## src/rtl/pc_sequencer_pkg.sv

```systemverilog
// Shared instruction definitions for the program-counter sequencer:
// opcode encodings, instruction field positions and FSM state type.
package pc_sequencer_pkg;

    localparam int INSTR_W = 28;
    localparam int OPC_MSB = 27;
    localparam int OPC_LSB = 24;
    localparam int DST_MSB = 23;
    localparam int DST_LSB = 16;
    localparam int DST_W   = DST_MSB - DST_LSB + 1;

    typedef enum logic [3:0] {
        OP_NOP  = 4'd0,
        OP_STO  = 4'd1,
        OP_JMP  = 4'd2,
        OP_CALL = 4'd3,
        OP_RET  = 4'd4
    } opcode_t;

    typedef enum logic {
        ST_RUN   = 1'b0,
        ST_FAULT = 1'b1
    } seq_state_t;

endpackage

```

## src/rtl/return_stack.sv

```systemverilog
// LIFO of return addresses; the caller must not push when full or pop
// when empty, but both are guarded here as well.
module return_stack #(
    parameter int AW    = 16,
    parameter int DEPTH = 4
) (
    input  logic          clk,
    input  logic          rst,
    input  logic          push,
    input  logic          pop,
    input  logic [AW-1:0] din,
    output logic [AW-1:0] top,
    output logic [2:0]    depth,
    output logic          full,
    output logic          empty
);

    localparam int IW = (DEPTH > 1) ? $clog2(DEPTH) : 1;

    logic [AW-1:0] mem [DEPTH];
    logic [IW-1:0] wr_idx;
    logic [IW-1:0] rd_idx;

    assign wr_idx = IW'(depth);
    assign rd_idx = IW'(depth - 3'd1);
    assign top    = mem[rd_idx];
    assign full   = (depth == 3'(DEPTH));
    assign empty  = (depth == 3'd0);

    // Storage is intentionally left unreset; only the depth counter matters.
    always_ff @(posedge clk) begin
        if (push && !full)
            mem[wr_idx] <= din;
    end

    always_ff @(posedge clk) begin
        if (rst)
            depth <= 3'd0;
        else if (push && !full)
            depth <= depth + 3'd1;
        else if (pop && !empty)
            depth <= depth - 3'd1;
    end

endmodule

```

## src/rtl/pc_sequencer.sv

```systemverilog
// Program counter with zero-bubble JMP/CALL/RET/branch handling and a
// sticky FAULT state on return-stack overflow or underflow.
module pc_sequencer
    import pc_sequencer_pkg::*;
#(
    parameter int ADDR_WIDTH  = 16,
    parameter int STACK_DEPTH = 4
) (
    input  logic                  Clock,
    input  logic                  Reset,
    input  logic [INSTR_W-1:0]    iInstruction,
    input  logic                  iStall,
    input  logic                  iBranchTaken,
    input  logic [ADDR_WIDTH-1:0] iBranchTarget,
    output logic [ADDR_WIDTH-1:0] oAddress,
    output logic [2:0]            oReturnDepth,
    output logic                  oFault
);

    seq_state_t            state, next_state;
    logic [ADDR_WIDTH-1:0] pc, next_pc, pc_inc, dest, stack_top;
    logic [3:0]            opcode;
    logic                  push, pop, stack_full, stack_empty;
    logic                  unused_bits;

    assign opcode      = iInstruction[OPC_MSB:OPC_LSB];
    assign dest        = {{(ADDR_WIDTH-DST_W){1'b0}}, iInstruction[DST_MSB:DST_LSB]};
    assign pc_inc      = pc + 1'b1;
    assign unused_bits = ^iInstruction[DST_LSB-1:0];

    assign oAddress = pc;
    assign oFault   = (state == ST_FAULT);

    return_stack #(
        .AW    (ADDR_WIDTH),
        .DEPTH (STACK_DEPTH)
    ) u_stack (
        .clk   (Clock),
        .rst   (Reset),
        .push  (push),
        .pop   (pop),
        .din   (pc_inc),
        .top   (stack_top),
        .depth (oReturnDepth),
        .full  (stack_full),
        .empty (stack_empty)
    );

    always_ff @(posedge Clock) begin
        if (Reset) begin
            pc    <= '0;
            state <= ST_RUN;
        end else begin
            pc    <= next_pc;
            state <= next_state;
        end
    end

    // Control opcodes outrank the datapath branch; stall outranks everything.
    always_comb begin
        next_pc    = pc;
        next_state = state;
        push       = 1'b0;
        pop        = 1'b0;
        if (state == ST_RUN && !iStall) begin
            case (opcode)
                OP_JMP: next_pc = dest;
                OP_CALL: begin
                    if (stack_full) begin
                        next_state = ST_FAULT;
                    end else begin
                        push    = 1'b1;
                        next_pc = dest;
                    end
                end
                OP_RET: begin
                    if (stack_empty) begin
                        next_state = ST_FAULT;
                    end else begin
                        pop     = 1'b1;
                        next_pc = stack_top;
                    end
                end
                default: next_pc = iBranchTaken ? iBranchTarget : pc_inc;
            endcase
        end
    end

endmodule

```

## config.mk

```make
export PLATFORM = sky130hd
export DESIGN_NAME = pc_sequencer
export DESIGN_NICKNAME = d
export VERILOG_FILES = /design/src/rtl/pc_sequencer_pkg.sv /design/src/rtl/return_stack.sv /design/src/rtl/pc_sequencer.sv
export SDC_FILE = /design/constraint.sdc
export NUM_CORES = 1
export LEC_CHECK = 0
export CORE_MARGIN = 5
export CORE_UTILIZATION = 45
export DETAILED_ROUTE_END_ITERATION = 10
export GPL_TIMING_DRIVEN = 0
export PLACE_DENSITY = 0.76
export REMOVE_ABC_BUFFERS = 1
export SYNTH_ARGS = -nofsm -noshare
export SYNTH_HDL_FRONTEND = slang
export SYNTH_SLANG_ARGS = --single-unit
```

## constraint.sdc

```tcl
create_clock -name Clock -period 2.8 [get_ports Clock]
set_input_delay 0.7 -clock Clock [delete_from_list [all_inputs] [get_ports Clock]]
set_output_delay 0.7 -clock Clock [all_outputs]
set_load 0.01 [all_outputs]
```

==> results of run 1 <==
-- what timing repair did --
item,CTS,global route
setup endpoints to repair,83,1
gates resized for setup,10,1
setup buffers,2,0
-- per-stage QoR --
stage / std cells / setup slack [ns] / utilization, % / power (mW) / hold slack (ns)
CTS: 465 / 0.06447 / 55.62 / 2.677 / 0.5410
finish: 465 / 0.1567 / 55.65 / 2.667 / 0.5395
global placement: 446 / -1.465 / 52.39 / 1.717 / 0.5025
global route: 465 / 0.03833 / 55.65 / 2.763 / 0.5891
floorplan: 287 / -0.1550 / - / 1.578 / 0.5436
detailed placement: 447 / -1.163 / 52.62 / 1.731 / 0.5202
-- cells in the final DEF, fill, tap and decap left out, types with 3 or more instances in the layout --
| cell | instances |
|---|---|
| nand2_1 | 14 |
| ha_1 | 5 |
| and2_2 | 4 |
| a311oi_1 | 7 |
| edfxtp_1 | 64 |
| a21oi_1 | 11 |
| nor2_1 | 31 |
| a31oi_1 | 5 |
| clkdlybuf4s50_1 | 50 |
| xor2_1 | 9 |
| nor3_1 | 6 |
| dfxtp_1 | 19 |
| clkinvlp_4 | 3 |
| a22oi_1 | 6 |
| o21ai_1 | 4 |
| inv_1 | 17 |
| o21ai_0 | 5 |
| clkbuf_8 | 10 |
| mux4_2 | 16 |
| mux2i_1 | 3 |
| a221oi_1 | 4 |
| nand3_1 | 5 |
| o21bai_1 | 3 |
| xnor2_1 | 5 |
| a211oi_1 | 6 |
-- metal layers --
layer / vias to the layer above / GRT usage, % / wire, um
li1: 1264 / - / -
met1: 1342 / 19.54 / 3642
met2: 60 / 30.19 / 4808
met3: 18 / 4.167 / 379
met4: 0 / 6.475 / 196
met5: - / 0 / 0
-- cells by family (layout without fill, tap and decap cells) --
group / Yosys count / count (layout) / synth area share, %
AOI/OAI and AO/OA: 65 / 65 / 11.62
xor gates and xnor gates: 14 / 14 / 3.094
adders and majority gates: 6 / 6 / 1.894
buffers and inverters: 34 / 87 / 3.726
DFF: 84 / 84 / 58.60
muxes: 20 / 20 / 10.14
and+or+nand+nor: 81 / 81 / 10.93
-- final cells by class --
cell class                      count  area [um^2]
Clock buffer                       10        137.6
Tap cell                          108        135.1
Timing Repair Buffer               54        539.3
Multi-Input combinational cell    186         1516
Clock inverter                      6        87.58
Fill cell                         710         3830
Inverter                           17        63.81
Sequential cell                    84         2326
-- worst paths after layout --
check                                 startpoint          endpoint  slack (ns)  cells after the start
worst max register to register  u_stack.depth[0]  u_stack.depth[2]        0.31                      7
worst min register to register            oFault            oFault        0.54                      2
worst max-delay path            iInstruction[24]       oAddress[2]        0.16                      7
worst min-delay path                      oFault            oFault        0.54                      2
-- sequential cells by signal, summed over array words and instances, names as in the netlist --
| register | cells |
|---|---|
| oFault | 1 |
| oAddress | 16 |
| u_stack.depth | 3 |
| u_stack.mem | 64 |
-- worst max-delay path, delay by kind of cell --
kind / cells / cell delay [ns]
and+or+nand+nor: 3 / 0.93
buffers and inverters: 2 / 0.79
AOI/OAI and AO/OA: 2 / 0.41
-- report_power, final --
group,switching [mW],internal [mW]
registers,0.0463,1.37
clock network,0.437,0.525
logic,0.138,0.146
==> run summary, run 1 <==
status - finished clean
CTS Buf Count - 9
setup TNS - 0 ns
Clock Tree Root - clkbuf_8
Crit path required time - 3.00 ns
fraction of registers with async set/reset - 0%
most numerous cell in the Yosys netlist - edfxtp_1
Placed Area - 4544 um^2
hold_buf cts - 0
slowest stage cell, crit path - clkdlybuf4s50_1
H-tree depth - 3
1st-pass router iterations - 4
f_max - 0.3783 GHz
Port-buffer cells - 51
slew at the pin closest to its max-slew limit - 1.274 ns
Clock Path Buffers - 2
die span in x - 103.8 um
io pins - 68
area leader, netlist - edfxtp_1
element type at the critical path start - input pin
Clock Skew - 0.01542 ns
max cap viols - 0
post-route ant nets - 0
Ys Warns - 0
DIE HEIGHT - 103.8 um
site row count - 34
Post-DP HPWL - 5699 um
PwrDens - 554.9 nW/um^2
area grow syn2layout - 21.28%
Worst Hold Class - reg2reg
Max stage delay on crit path - 0.53 ns
crit end category - register
fin. max-slew vios - 0
Global Route Usage Sum - 16.95%
Worst-Skew Late Latency - 0.36 ns
area of the mapped netlist - 3963 um^2
Overflow after GRT - 0
Mapped Cells - 304
Worst VDD drop - 0.0001981 V
fin nets - 406
Synth top area share - 48.50%
Final Hold Vio Count - 0
CTS sink count - 84
Post-Syn Area per Cell - 13.03 um^2
Initial Utilization - 45.89%
final number of setup-violating endpoints - 0
# DRC - 0
predominant post-synthesis flop cell - edfxtp_1
core area - 8636 um^2
first-pass GRT wire length - 14290 um
Final Critical Period - 2.643 ns
antenna violations before repair - 0
Crit Path Class - in2reg
TritonCTS clock tree - done
gp weighted congestion - 0.7732
post-synthesis sequential area ratio - 58.60%
Die ar. - 10780 um^2
final wirelength - 9027 um
share of cells above drive strength 1 - 14.29%
Post-synth EDFFs - 64
RSZ-0062 raised after global routing - no
Yosys cell types - 53
cells along the critical path - clkdlybuf4s50_1 -> nor4b_4 -> buf_6 -> or2_2 -> nor2_1 -> a221oi_1 -> a211oi_1
DR WL/cell - 19.41 um
Slew Limit Headroom - 14.90%
initial DRC count - 170
clk slew on worst S/H paths - 0.09 ns
top cells by count, synth - 64 x edfxtp_1, 31 x nor2_1, 20 x dfxtp_1
Synth area leaders - edfxtp_1 49%, dfxtp_1 10%, mux4_2 9.1%
Tcrit/Tclk final - 94.40%
via count - 2684
largest net degree at the start of global routing - 36
synthesis-stage register bit count - 84
Pleak - 1.620 nW
vias in the first global route - 2709
antenna diode count - 0
WP data arrival - 2.84 ns
critical-path maximum fanout - 16
routed vias/inst - 5.772
final instance area - 4806 um^2
No activity file was read; power rests on OpenSTA's default activity.
==> run 2, diff against run 1 <==
--- a/config.mk
+++ b/config.mk
@@ -5,11 +5,12 @@
 export SDC_FILE = /design/constraint.sdc
 export NUM_CORES = 1
 export LEC_CHECK = 0
+export CAP_MARGIN = 20
 export CORE_MARGIN = 5
 export CORE_UTILIZATION = 45
 export DETAILED_ROUTE_END_ITERATION = 10
 export GPL_TIMING_DRIVEN = 0
-export PLACE_DENSITY = 0.76
+export PLACE_DENSITY = 0.69
 export REMOVE_ABC_BUFFERS = 1
 export SYNTH_ARGS = -nofsm -noshare
 export SYNTH_HDL_FRONTEND = slang
==> constraint.sdc (replaced) <==
create_clock -name Clock -period 2.8 [get_ports Clock]
set_input_delay 0.7 -clock Clock [delete_from_list [all_inputs] [get_ports Clock]]
set_output_delay 0.7 -clock Clock [all_outputs]
set_load 0.05 [all_outputs]
==> run summary, run 2 (synthesis results as in run 1) <==
CTS sink count - 84
max cap viols - 0
Clock Tree Root - clkbuf_8
Worst VDD drop - 0.0003464 V
Post-DP HPWL - 6042 um
wire length on met1 - 4028 um
CTS Buf Count - 9
setup TNS - 0 ns
Worst Hold Class - reg2reg
Max Used Layer - met4
gp weighted congestion - 0.7617
clk slew on worst S/H paths - 0.08 ns
share of cells above drive strength 1 - 13.85%
status - finished clean
Initial Utilization - 45.89%
Final Critical Period - 2.653 ns
post-route ant nets - 0
first-pass GRT wire length - 14750 um
WP data arrival - 2.90 ns
crit end category - register
PwrDens - 575.1 nW/um^2
via count - 2663
Global Route Usage Sum - 17.43%
io pins - 68
worst setup path end - u_stack.depth[2]
Port-buffer cells - 51
fin. max-slew vios - 0
H-tree depth - 3
die span in x - 103.8 um
Crit path required time - 3.04 ns
Overflow after GRT - 0
f_max - 0.3770 GHz
commonest non-fill, non-tap cells in the layout - 64 x edfxtp_1, 51 x clkdlybuf4s50_1, 31 x nor2_1
commonest non-fill, non-tap cell in the layout - edfxtp_1
Met2 Routed Length - 4549 um
Pleak - 1.660 nW
core area - 8636 um^2
critical-path maximum fanout - 17
hold_buf cts - 0
Reg-to-Reg End - oAddress[1]
Crit Path Class - in2reg
largest net degree at the start of global routing - 22
final number of setup-violating endpoints - 0
DR WL/cell - 19.49 um
Final Hold Vio Count - 0
1st-pass router iterations - 4
Clock Skew - 0.01088 ns
Worst R2R Start - u_stack.depth[0]
worst-case reg-to-reg path depth - 5
worst hold stages - 2
element type at the critical path start - input pin
Tcrit/Tclk final - 94.74%
DIE HEIGHT - 103.8 um
max FFs per register - 64
Tot Pwr - 2.807 mW
site row count - 34
Clock Path Buffers - 2
metal3 WL - 447 um
# DRC - 0
initial DRC count - 187
vias in the first global route - 2749
final wirelength - 9140 um
critical path launch point - iInstruction[25]
TritonCTS clock tree - done
Reg with most FFs - u_stack.mem
antenna diode count - 0
routed vias/inst - 5.678
antenna violations before repair - 0
Die ar. - 10780 um^2
Slew Limit Headroom - 32.02%
fin nets - 410
slew at the pin closest to its max-slew limit - 1.017 ns
Worst-Skew Late Latency - 0.35 ns
RSZ-0062 raised after global routing - no
area grow syn2layout - 23.18%
worst reg2reg setup slack - 0.23 ns
-- run 2: area by class of cell --
class	count	area (um^2)
fillers	725	3755
inverters	17	63.81
flip-flops and latches	84	2323
repair buffers	58	605.6
well taps	108	135.1
clock buffers	11	141.4
multi-input cells	186	1511
clock inverters	5	100.1
-- run 2: where the power goes --
group,switching [mW],internal [mW]
registers,0.0431,1.38
clock network,0.416,0.614
logic,0.206,0.152
total,0.666,2.14
-- run 2: worst min-delay path by stage --
stage                       start      endpoint  slack (ns)
3_3_place_gp               oFault        oFault        0.50
4_1_cts                    oFault        oFault        0.54
2_1_floorplan  u_stack.mem[1][14]  oAddress[14]        0.72
3_5_place_dp               oFault        oFault        0.52
6_report                   oFault        oFault        0.54
5_1_grt                    oFault        oFault        0.61
-- run 2: worst max-delay path, cell delays in order --
cell	delay, ns
clkdlybuf4s50_1	0.57
nor3b_4	0.24
o2111a_1	0.34
and2_2	0.52
o21a_1	0.21
mux2_1	0.31
-- run 2: timing repair --
| action | 4_1_cts | 5_1_grt |
|---|---|---|
| endpoints found under the setup margin | 77 | 0 |
| resized for setup | 5 | 0 |
| buffers inserted | 3 | 0 |
-- run 2: stage by stage --
stage | setup WS [ns] | cell area [um^2] | hold slack (ns) | instances | util [%]
after floorplan | -0.4546 | 3879 | 0.7221 | 287 | -
after global placement | -1.514 | 4524 | 0.5035 | 446 | 52.39
after detailed placement | -1.245 | 4606 | 0.5219 | 450 | 53.33
after CTS | 0.1138 | 4881 | 0.5407 | 469 | 56.52
after global routing | 0.01858 | 4881 | 0.6122 | 469 | 56.52
final | 0.1472 | 4881 | 0.5350 | 469 | 56.52
-- run 2: metal layers --
layer  GRT usage, %  vias to the layer above
met5              0                        -
met4          5.180                        0
met3          4.602                       10
met2          28.73                       64
met1          22.62                     1321
li1               -                     1268
==> run 3, diff against run 2 <==
--- a/config.mk
+++ b/config.mk
@@ -5,12 +5,13 @@
 export SDC_FILE = /design/constraint.sdc
 export NUM_CORES = 1
 export LEC_CHECK = 0
-export CAP_MARGIN = 20
+export CAP_MARGIN = 0
+export CORE_ASPECT_RATIO = 0.6
 export CORE_MARGIN = 5
 export CORE_UTILIZATION = 45
 export DETAILED_ROUTE_END_ITERATION = 10
 export GPL_TIMING_DRIVEN = 0
-export PLACE_DENSITY = 0.69
+export PLACE_DENSITY = 0.71
 export REMOVE_ABC_BUFFERS = 1
 export SYNTH_ARGS = -nofsm -noshare
 export SYNTH_HDL_FRONTEND = slang
==> constraint.sdc (replaced) <==
create_clock -name Clock -period 2.2 [get_ports Clock]
set_input_delay 0.55 -clock Clock [delete_from_list [all_inputs] [get_ports Clock]]
set_output_delay 0.55 -clock Clock [all_outputs]
set_load 0.05 [all_outputs]
==> run summary, run 3 (synthesis results as in run 1) <==
Initial Utilization - 46.31%
Pleak - 1.806 nW
final number of setup-violating endpoints - 0
slowest stage cell, crit path - clkdlybuf4s50_1
WP data arrival - 1.59 ns
Worst Hold Class - reg2reg
Final Hold Vio Count - 0
Worst-Skew Late Latency - 0.34 ns
RSZ-0062 raised after global routing - yes
crit end category - output port
fin nets - 411
Global Route Usage Sum - 18.89%
Final Hold Slack - 0.5388 ns
clk slew on worst S/H paths - 0.06 ns
Crit path required time - 1.65 ns
routed vias/inst - 5.669
Reg with most FFs - u_stack.mem
non-filler cells, final - 474
placed cell count - 451
Die ar. - 10840 um^2
Worst VDD drop - 0.0004396 V
CP Buf/Inv Count - 1
max cap viols - 0
Slew Limit Headroom - 32.43%
die span in x - 131.1 um
fillcell total - 685
slew at the pin closest to its max-slew limit - 1.010 ns
Post-DP HPWL - 5825 um
TritonCTS clock tree - done
initial DRC count - 170
max FFs per register - 64
Worst Hold Path EP - oFault
hold_buf cts - 0
Worst R2R Start - oAddress[0]
gp weighted congestion - 0.7760
site row count - 26
Gate power share - 10.9%
Crit Path Class - reg2out
largest net degree at the start of global routing - 36
CTS sink count - 84
DIE HEIGHT - 82.69 um
1st-pass router iterations - 4
antenna violations before repair - 0
Tot Pwr - 4.060 mW
share of cells above drive strength 1 - 15.75%
element type at the critical path start - register
design internal power - 3.146 mW
Clock Skew - 0.005641 ns
Port-buffer cells - 51
cells along the critical path - clkdlybuf4s50_1
PwrDens - 810.2 nW/um^2
core area - 8556 um^2
commonest non-fill, non-tap cells in the layout - 64 x edfxtp_1, 31 x nor2_1, 31 x clkdlybuf4s50_1
sequential cell area - 2326 um^2
DR WL/cell - 20.07 um
Tcrit/Tclk final - 97.40%
Clock Tree Root - clkbuf_16
worst reg2reg setup slack - 0.14 ns
net switching fraction of the power - 22.52%
status - finished clean
worst-case reg-to-reg path depth - 5
fin. max-slew vios - 0
clock network power share - 44.6%
# DRC - 0
Top delay family on crit path - buffers and inverters
via count - 2687
post-route ant nets - 0
worst hold stages - 2
H-tree depth - 3
Max stage delay on crit path - 0.85 ns
antenna diode count - 0
Final Critical Period - 2.143 ns
first-pass GRT wire length - 15430 um
P_sw - 914.3 uW
Multi-input gate area - 1543 um^2
io pins - 68
HP Start - oFault
f_max - 0.4667 GHz
vias in the first global route - 2765
CTS Buf Count - 9
final wirelength - 9514 um
area grow syn2layout - 26.46%
Clock Path Buffers - 2
Reg-to-Reg End - u_stack.mem[3][10]
Overflow after GRT - 0
critical-path maximum fanout - 5
commonest non-fill, non-tap cell in the layout - edfxtp_1
sequential power share - 44.5%
[run 3: cell count changes in the layout (fill, tap and decap cells not counted), sizes merged]
cell	change
buf	+1
clkinvlp	+2
clkbuf	-2
clkdlybuf4s50	-20
clkinv	-1
dlymetal6s2s	+3
bufinv	+1
clkdlybuf4s15	+1
dlygate4sd2	+16
[run 3: routing by layer]
metal / GRT usage (%) / part of all wire, % / routed length, um
met1: 25.15 / 46 / 4397
met2: 29.20 / 45 / 4242
met3: 7.022 / 8.2 / 780
met4: 5.602 / 0.99 / 94
met5: 0 / 0 / 0
[run 3: stage by stage]
stage,instance area [um^2],setup slack [ns],setup TNS [ns],utilization (%)
floorplan,3879,-1.055,-64.11,-
global placement,4529,-1.969,-118.60,52.94
detailed placement,4553,-1.651,-108.68,53.22
CTS,5002,0.01151,0,58.47
global route,5011,-0.06368,-0.3178,58.57
finish,5011,0.05720,0,58.57
[run 3: repair_timing]
| action | CTS | global route |
|---|---|---|
| resized for setup | 36 | 4 |
| pin swaps | 2 | 1 |
| setup buffers | 7 | 0 |
| setup endpoints to repair | 96 | 14 |
[run 3: how the worst max path moves through the flow]
stage,from,to,depth (start not counted)
6_report,oAddress[7],oAddress[7],1
5_1_grt,oAddress[0],oAddress[8],6
4_1_cts,oAddress[6],oAddress[6],1
3_5_place_dp,iInstruction[25],u_stack.depth[2],6
3_3_place_gp,iInstruction[24],oAddress[2],6
2_1_floorplan,u_stack.depth[0],u_stack.depth[2],7
[run 3: cell type report]
cell class	instances	area share, %
clock buffer	9	4.494
clock inverter	7	2.772
inverter	17	1.273
multi-input combinational	186	30.79
sequential	84	46.42
tap	112	2.796
timing repair buffer	59	11.46
[run 3: tightest hold or removal path, cell delays in order (launching register included)]
cell,delay [ns]
dfxtp_1,0.38
a31oi_1,0.06
nor2_1,0.07
[run 3: power by group through the flow]
stage	registers, mW	logic, mW	clock network (mW)
after floorplan	1.93	0.165	0
after global routing	1.81	0.478	1.94
after detailed placement	1.84	0.442	0
after global placement	1.84	0.429	0
final	1.81	0.441	1.81
after CTS	1.81	0.442	1.84
